<file path="src/rtl/stream_rr_arbiter_pkg.sv">
// Shared types and helpers for the round-robin stream arbiter.
// Holds the lock FSM state encoding and the modulo-N pointer increment.
package stream_rr_arbiter_pkg;

    typedef enum logic {
        ST_FREE   = 1'b0,
        ST_LOCKED = 1'b1
    } arb_state_e;

    // Increment that wraps at n, so non-power-of-two input counts never overflow the pointer.
    function automatic int unsigned wrap_inc(input int unsigned idx, input int unsigned n);
        return ((idx + 1) >= n) ? 0 : (idx + 1);
    endfunction

endpackage

</file>
<file path="src/rtl/stream_rr_arbiter_if.sv">
// Valid/ready bundle for the arbiter: N_INP input streams and one output stream.
// The slave modport is the arbiter side, the master modport is the environment side.
interface stream_rr_arbiter_if #(
    parameter type DATA_T = logic [7:0],
    parameter int  N_INP  = 2
);

    DATA_T            inp_data_i [N_INP];
    logic [N_INP-1:0] inp_valid_i;
    logic [N_INP-1:0] inp_ready_o;
    DATA_T            oup_data_o;
    logic             oup_valid_o;
    logic             oup_ready_i;

    modport slave (
        input  inp_data_i,
        input  inp_valid_i,
        input  oup_ready_i,
        output inp_ready_o,
        output oup_data_o,
        output oup_valid_o
    );

    modport master (
        output inp_data_i,
        output inp_valid_i,
        output oup_ready_i,
        input  inp_ready_o,
        input  oup_data_o,
        input  oup_valid_o
    );

endinterface

</file>
<file path="src/rtl/stream_rr_arbiter_grant_search.sv">
// Rotating first-one finder: scans requests starting at the pointer and wrapping,
// returning the first requesting index and whether any request was found.
module rr_grant_search #(
    parameter int N_REQ = 2,
    parameter int PTR_W = 1
) (
    input  logic [N_REQ-1:0] i_req,
    input  logic [PTR_W-1:0] i_ptr,
    output logic [PTR_W-1:0] o_idx,
    output logic             o_found
);

    always_comb begin
        int  c;
        logic hit;
        o_idx   = '0;
        o_found = 1'b0;
        c       = 0;
        hit     = 1'b0;
        for (int k = 0; k < N_REQ; k++) begin
            c = int'(i_ptr) + k;
            if (c >= N_REQ) begin
                c = c - N_REQ;
            end
            hit = 1'b0;
            for (int j = 0; j < N_REQ; j++) begin
                if (j == c) begin
                    hit = i_req[j];
                end
            end
            if (!o_found && hit) begin
                o_found = 1'b1;
                o_idx   = PTR_W'(c);
            end
        end
    end

endmodule

</file>
<file path="src/rtl/stream_rr_arbiter.sv">
// Round-robin arbiter merging N_INP valid/ready streams onto one output with zero latency.
// A stalled grant is locked until it transfers so the downstream sees stable data.
module stream_rr_arbiter
    import stream_rr_arbiter_pkg::*;
#(
    parameter type DATA_T = logic [7:0],
    parameter int  N_INP  = 2
) (
    input  logic                clk_i,
    input  logic                rst_i,
    stream_rr_arbiter_if.slave  bus
);

    localparam int PTR_W = (N_INP > 1) ? $clog2(N_INP) : 1;

    generate
        if (N_INP < 1 || $bits(DATA_T) < 1) begin : g_bad_cfg
            $fatal(1, "stream_rr_arbiter: N_INP and payload width must both be at least 1");
        end
    endgenerate

    arb_state_e       r_state;
    arb_state_e       w_stateNext;
    logic [PTR_W-1:0] r_ptr;
    logic [PTR_W-1:0] w_ptrNext;
    logic [PTR_W-1:0] r_lockIdx;
    logic [PTR_W-1:0] w_lockIdxNext;
    logic [PTR_W-1:0] w_searchIdx;
    logic [PTR_W-1:0] w_grant;
    logic             w_found;
    logic             w_anyValid;
    logic             w_xfer;

    rr_grant_search #(
        .N_REQ (N_INP),
        .PTR_W (PTR_W)
    ) u_search (
        .i_req   (bus.inp_valid_i),
        .i_ptr   (r_ptr),
        .o_idx   (w_searchIdx),
        .o_found (w_found)
    );

    // Reset gates the output valid so nothing can transfer while rst_i is held.
    assign w_anyValid      = w_found & ~rst_i;
    assign w_grant         = (r_state == ST_LOCKED) ? r_lockIdx : w_searchIdx;
    assign w_xfer          = w_anyValid & bus.oup_ready_i;
    assign bus.oup_valid_o = w_anyValid;

    always_comb begin
        bus.oup_data_o  = bus.inp_data_i[0];
        bus.inp_ready_o = '0;
        for (int k = 0; k < N_INP; k++) begin
            if (w_grant == PTR_W'(k)) begin
                bus.oup_data_o     = bus.inp_data_i[k];
                bus.inp_ready_o[k] = w_xfer;
            end
        end
    end

    always_comb begin
        w_stateNext   = r_state;
        w_lockIdxNext = r_lockIdx;
        w_ptrNext     = r_ptr;
        if (w_xfer) begin
            w_ptrNext = PTR_W'(wrap_inc(int'(w_grant), N_INP));
        end
        case (r_state)
            ST_FREE: begin
                if (w_anyValid && !bus.oup_ready_i) begin
                    w_stateNext   = ST_LOCKED;
                    w_lockIdxNext = w_searchIdx;
                end
            end
            ST_LOCKED: begin
                if (w_xfer) begin
                    w_stateNext = ST_FREE;
                end
            end
            default: begin
                w_stateNext = ST_FREE;
            end
        endcase
    end

    always_ff @(posedge clk_i or posedge rst_i) begin
        if (rst_i) begin
            r_state   <= ST_FREE;
            r_ptr     <= '0;
            r_lockIdx <= '0;
        end else begin
            r_state   <= w_stateNext;
            r_ptr     <= w_ptrNext;
            r_lockIdx <= w_lockIdxNext;
        end
    end

endmodule

</file>
<file path="src/flat_wrapper.sv">
// flat-port wrapper written by rule: the top's interface ports become plain ports
module stream_rr_arbiter_flat import stream_rr_arbiter_pkg::*;
#(
    parameter type DATA_T = logic [7:0],
    parameter int  N_INP  = 2
)
  (clk_i, rst_i, bus_inp_data_i, bus_inp_valid_i, bus_oup_ready_i, bus_inp_ready_o, bus_oup_data_o, bus_oup_valid_o);
  stream_rr_arbiter_if #(.DATA_T(DATA_T), .N_INP(N_INP)) bus_i ();
  input  logic clk_i;
  input  logic rst_i;
  input wire logic [$bits(bus_i.inp_data_i)-1:0] bus_inp_data_i;
  input wire logic [$bits(bus_i.inp_valid_i)-1:0] bus_inp_valid_i;
  input wire logic [$bits(bus_i.oup_ready_i)-1:0] bus_oup_ready_i;
  output wire logic [$bits(bus_i.inp_ready_o)-1:0] bus_inp_ready_o;
  output wire logic [$bits(bus_i.oup_data_o)-1:0] bus_oup_data_o;
  output wire logic [$bits(bus_i.oup_valid_o)-1:0] bus_oup_valid_o;
  assign bus_i.inp_data_i = {>>{bus_inp_data_i}};
  assign bus_i.inp_valid_i = bus_inp_valid_i;
  assign bus_i.oup_ready_i = bus_oup_ready_i;
  assign bus_inp_ready_o = bus_i.inp_ready_o;
  assign bus_oup_data_o = bus_i.oup_data_o;
  assign bus_oup_valid_o = bus_i.oup_valid_o;
  stream_rr_arbiter #(.DATA_T(DATA_T), .N_INP(N_INP)) u_core (.clk_i(clk_i), .rst_i(rst_i), .bus(bus_i));
endmodule
</file>
<file path="config.mk">
export PLATFORM = sky130hd
export DESIGN_NAME = stream_rr_arbiter_flat
export DESIGN_NICKNAME = d
export VERILOG_FILES = /design/src/rtl/stream_rr_arbiter_pkg.sv /design/src/rtl/stream_rr_arbiter_if.sv /design/src/rtl/stream_rr_arbiter_grant_search.sv /design/src/rtl/stream_rr_arbiter.sv /design/src/flat_wrapper.sv
export SDC_FILE = /design/constraint.sdc
export NUM_CORES = 1
export LEC_CHECK = 0
export CAP_MARGIN = 30
export CELL_PAD_IN_SITES_DETAIL_PLACEMENT = 1
export CELL_PAD_IN_SITES_GLOBAL_PLACEMENT = 1
export CORE_AREA = 10 10 53 55
export DETAILED_ROUTE_END_ITERATION = 10
export DIE_AREA = 0 0 63 65
export GPL_ROUTABILITY_DRIVEN = 0
export PLACE_DENSITY_LB_ADDON = 0.05
export SYNTH_ARGS = -nofsm -noshare
export SYNTH_HDL_FRONTEND = slang
export SYNTH_SLANG_ARGS = --single-unit
</file>
<file path="constraint.sdc">
create_clock -name clk_i -period 1.8 [get_ports clk_i]
set_input_delay 0.36 -clock clk_i [delete_from_list [all_inputs] [get_ports clk_i]]
set_output_delay 0.36 -clock clk_i [all_outputs]
set_load 0.02 [all_outputs]
</file>
# Word-level counts from Yosys, hierarchy flattened
# Index checks and enable logic that the tools add are counted.
[totals] ff_bits=3 latch_bits=0 ram_bits=0 mem_bits_ro=0 input_bits=21 output_inout_bits=11 wordCells=41 n_memories=0
[op_classes] n_addsub=4 multipliers=0 div_mod_pow=0 order_cmp=3 n_eq_ne=2 n_shift=0 n_mux=18 bitwise=4 reduce_logical=7
[op_table] op="2-bit by 32-bit == test with 1-bit output, first input constant" count=2
[op_table] op="32-bit zero test" count=2
[op_table] op="32-bit 2-to-1 mux" count=2
[op_table] op="1-bit 2-to-1 mux" count=14
[op_table] op="8-bit 2-to-1 mux" count=1
[op_table] op="1-bit by 1-bit adder with 2-bit output, second input constant" count=2
[op_table] op="2-bit greater-or-equal comparator, second input constant" count=2
[op_table] op="1-bit by 2-bit subtractor with 3-bit output, second input constant" count=1
[op_table] op="2-bit by 2-bit subtractor with 3-bit output, second input constant" count=1
[op_table] op="1-bit bitwise AND" count=2
[op_table] op="1-bit by 2-bit greater-or-equal comparator with 1-bit output, second input constant" count=1
[op_table] op="1-bit logical AND" count=2
[op_table] op="1-bit zero test" count=2
[op_table] op="1-bit NOT" count=2
[op_table] op="1-bit case mux with 2 select lines" count=1
[op_table] op="2-bit AND reduction" count=1

# Depth between registers and ports, before layout
[logic_depth] ltp_word=13 mapped_depth=4 mapped_depth_nobuf=3

# Cells and area by module
# Synthesis repeated with hierarchy kept, for this count alone.
[unflattened] cells_unflattened=25 hier_area_um2=296.5
[by_module_without_submodules] module="stream_rr_arbiter" instances=1 cells_per_inst=22 area_per_inst_um2=279.0 seq_area_each_um2=75.1
[by_module_without_submodules] module="rr_grant_search" instances=1 cells_per_inst=3 area_per_inst_um2=17.5 seq_area_each_um2=0.0

# Least setup slack after synthesis
# OpenSTA, ideal clock, no wires.
[synth_path] path_kind="reg2out" startpoint="register u_core.r_ptr" endpoint="output port bus_oup_data_o[0]" arrival_time_ns=1.174 required_time_ns=1.440 slack_ns=0.266 stages_incl_launch_ff=5 n_path_buf=1 path_cell_list="dfrtp_1 nand2b_1 a22o_1 buf_6 mux2_4"
[synth_via] elab_chain_cells=11 word_cells_on_any_way=22 classes_between="3 x add/sub; 2 x order compare; 2 x eq/ne; 11 x mux; 4 x reduce/logical"
[synth_rtl] element="start: declaration" line_no="stream_rr_arbiter.sv:24" text="logic [PTR_W-1:0] r_ptr;"
[synth_rtl] element="start signal: assignment" line_no="stream_rr_arbiter.sv:93" text="r_ptr <= w_ptrNext;"
[synth_rtl] element="1-bit by 2-bit subtractor with 3-bit output or 1-bit by 2-bit greater-or-equal comparator with 1-bit output (tied branches)" line_no="stream_rr_arbiter_grant_search.sv:23, stream_rr_arbiter_grant_search.sv:22"
[synth_rtl] element="32-bit 2-to-1 mux" line_no="stream_rr_arbiter_grant_search.sv:22" text="if (c >= N_REQ) begin"
[synth_rtl] element="32-bit zero test" line_no="stream_rr_arbiter_grant_search.sv:27" text="if (j == c) begin"
[synth_rtl] element="1-bit 2-to-1 mux (2 in a row)" line_no="stream_rr_arbiter_grant_search.sv:27"
[synth_rtl] element="1-bit 2-to-1 mux" line_no="stream_rr_arbiter_grant_search.sv:31" text="if (!o_found && hit) begin"
[synth_rtl] element="1-bit zero test" line_no="stream_rr_arbiter_grant_search.sv:31"
[synth_rtl] element="1-bit logical AND" line_no="stream_rr_arbiter_grant_search.sv:31"
[synth_rtl] element="1-bit 2-to-1 mux (*)" line_no="stream_rr_arbiter_grant_search.sv:31"
[synth_rtl] element="1-bit 2-to-1 mux (*)" line_no="stream_rr_arbiter.sv:46" text="assign w_grant = (r_state == ST_LOCKED) ? r_lockIdx : w_searchIdx;"
[synth_rtl] element="8-bit 2-to-1 mux (*)" line_no="stream_rr_arbiter.sv:54" text="if (w_grant == PTR_W'(k)) begin"
[synth_rtl] element="end: declaration" line_no="flat_wrapper.sv:15" text="output wire logic [$bits(bus_i.oup_data_o)-1:0] bus_oup_data_o;"
# Every way passes the cells marked *; elsewhere a longest branch is shown, timed or not.

# Final worst setup path
[layout_path] startpoint="register u_core.r_ptr" endpoint="output port bus_oup_data_o[3]"
# Same word-level chain as after synthesis.

==> results.md <==
* Die Ht at 65 um
* Die Width at 63 um
* Clock Latency Late Sink at 240 ps
* Tot Pwr at 677.9 uW
* Final worst setup slack at -223.3 ps
* Critical path's largest stage delay at 370 ps
* First-pass GRT wire length at 2297 um
* GRT Util Overall at 0.07338
* Post-DR wirelength/cell at 14.39 um
* Crit path buf inv count at 3
* Post-route ant nets at 0
* Dpl cells at 89
* Vias in the first global route at 438
* Top cell type's share of synthesized area at 0.3574
* Leak pwr at 0.3810 nW
* Fmax at 494.3 MHz
* Via count of the routed design at 374
* First-pass DRT Iterations at 2
* Vias per inst at 3.856
* Cell row count at 16
* Syn Area/Cell at 11.31 um^2
* Drt initial violations at 3
* Cell chain of the critical path: nand2b_4 -> a22o_4 -> buf_6 -> buf_12 -> mux2_4 -> buf_6
* Post-layout min period at 2023 ps
* Die area at 4095 um^2
* CP startpoint kind: register
* WS Path Type: register to primary output
* Synthesis-to-finish area growth at 167.7%
* Placed inst area at 684.4 um^2
* Dpl ws at -729.9 ps
* Mapped Cells at 26
* Fin crit share at 1.124
* Clock Sinks at 3
* Register Area at 75.07 um^2
* Ranking of synthesized cells by area: mux2_4 36%, dfrtp_1 26%, nor2b_1 4.3%, buf_6 3.8%, mux2_1 3.8%
* Crit path required time at 1440 ps
* Yosys cell types at 15
* Pin count of the biggest net entering global routing at 6
* Synth Net Count at 47
* Total grt overflow at 0
* CTS HTree Levels at 1
* Layout Nets at 92
* Commonest non-fill, non-tap cell in the layout: clkdlybuf4s50_1
* Post-route cell area at 787.0 um^2
* Worst-Margin Slew at 180.6 ps
* Layout fillers at 220
* Outcome: complete, but fails checks
* Hold Crit Class: input port to asynchronous set/reset pin
* Flops & latches, synth at 3
* Post-synthesis sequential area ratio at 0.2553
* Diodes inserted at 0
* Clk root buf: clkbuf_4
* Setup violations, final at 8
* Hold violation total from the final report at 0
* Max Cap Viol at 0
* CP Capture Type: primary output
* CTS tree: done
* Initial Util at 0.1579
* Min Hold Slack at 324.8 ps
* IO buf count at 31
* Drc violations at 0
* Worst path arrival time at 1660 ps
* TNS Setup at -1524 ps
* IO Count at 32
* Synth Warn # at 0
* CP Max Fanout at 5
* Final core utilization at 0.4227
* Core area at 1862 um^2
* Peak VDD IR at 0.4856 mV
* Share of layout cells above drive strength 1 at 0.5429
* PD cells at 861.4 nW/um^2
* Skew final at 3.269 ps
* Most frequent cells in the layout: 18 x clkdlybuf4s50_1, 9 x buf_4, 9 x buf_6
* RSZ-0062 raised after global routing: true
* CTS buffer count at 3
* Max Transition Viols Final at 0
* Violated checks: setup timing
* CP dominant cell by count: buf_6
* Synthesized area at 294.0 um^2
* Final wirelength at 1396 um
* Final Non-Filler Cells at 97
* Delay-heaviest family, CP: flip-flops
* Crit path max-delay cell type: dfrtp_1
* Reg clk slew, reported paths at 40 ps
* Maximum clock path buffer count at 2
* Slew headroom at 0.8796
* Multi-input gate area at 232.7 um^2
* Top cell type by total area after synthesis: mux2_4
* Hold Buf Count CTS at 0
* Antenna violations before repair at 0
## report_power, final
group / internal (mW) / switching, mW / leakage (nW)
clock: 0.0834 / 0.0397 / 0.0150
combinational: 0.296 / 0.158 / 0.332
sequential: 0.0861 / 0.0140 / 0.0342
total: 0.466 / 0.212 / 0.381
## final timing paths
path	slack, ps	end	from	depth (start not counted)
hold reg to reg	640	u_core.r_ptr	u_core.r_ptr	3
setup / recovery	-220	bus_oup_data_o[3]	u_core.r_ptr	6
min in group clk_i	630	u_core.r_lockIdx	bus_inp_valid_i[1]	3
setup reg to reg	640	u_core.r_lockIdx	register	4
max in group asynchronous	1330	asynchronous set/reset pin	rst_i	2
hold / removal	320	u_core.r_ptr	rst_i	2
## layout make-up
| cell class | count | share of cell area |
|---|---|---|
| clock buffers | 4 | 0.03339 |
| inverters | 2 | 0.009539 |
| multi-input cells | 20 | 0.2957 |
| flip-flops and latches | 3 | 0.09539 |
| well taps | 27 | 0.04293 |
| repair buffers | 41 | 0.5231 |
## routing by layer
layer  vias up  wire, um  GRT usage
li1        181         -          -
met2        13       847     0.1447
met1       176       408    0.05577
met4         0        30    0.05028
met5         -         0          0
met3         4       110    0.03265
## synthesized netlist by cell type, drive strengths merged
cell type  instances
nand2              1
a41o               1
a21boi             1
mux2               8
o21a               1
nand2b             1
nor2               2
dfrtp              3
a22o               1
nor2b              2
mux2i              1
buf                1
o21ba              1
inv                2
## logic make-up (layout without fill, tap and decap cells)
group           after synthesis  in the layout  share of synthesized area
mux                           9              9                     0.4298
simple gates                  6              6                     0.1021
compound gates                5              5                     0.1490
flops                         3              3                     0.2553
buf+inv                       3             47                    0.06384
## timing repair
item                                    in CTS  in global routing
gates cloned                                 1                  0
setup buffers                                2                  2
gates resized for setup                     69                  5
pin swaps                                    1                  1
endpoints found under the setup margin      11                 11
Power figures use the tool's default switching activity.
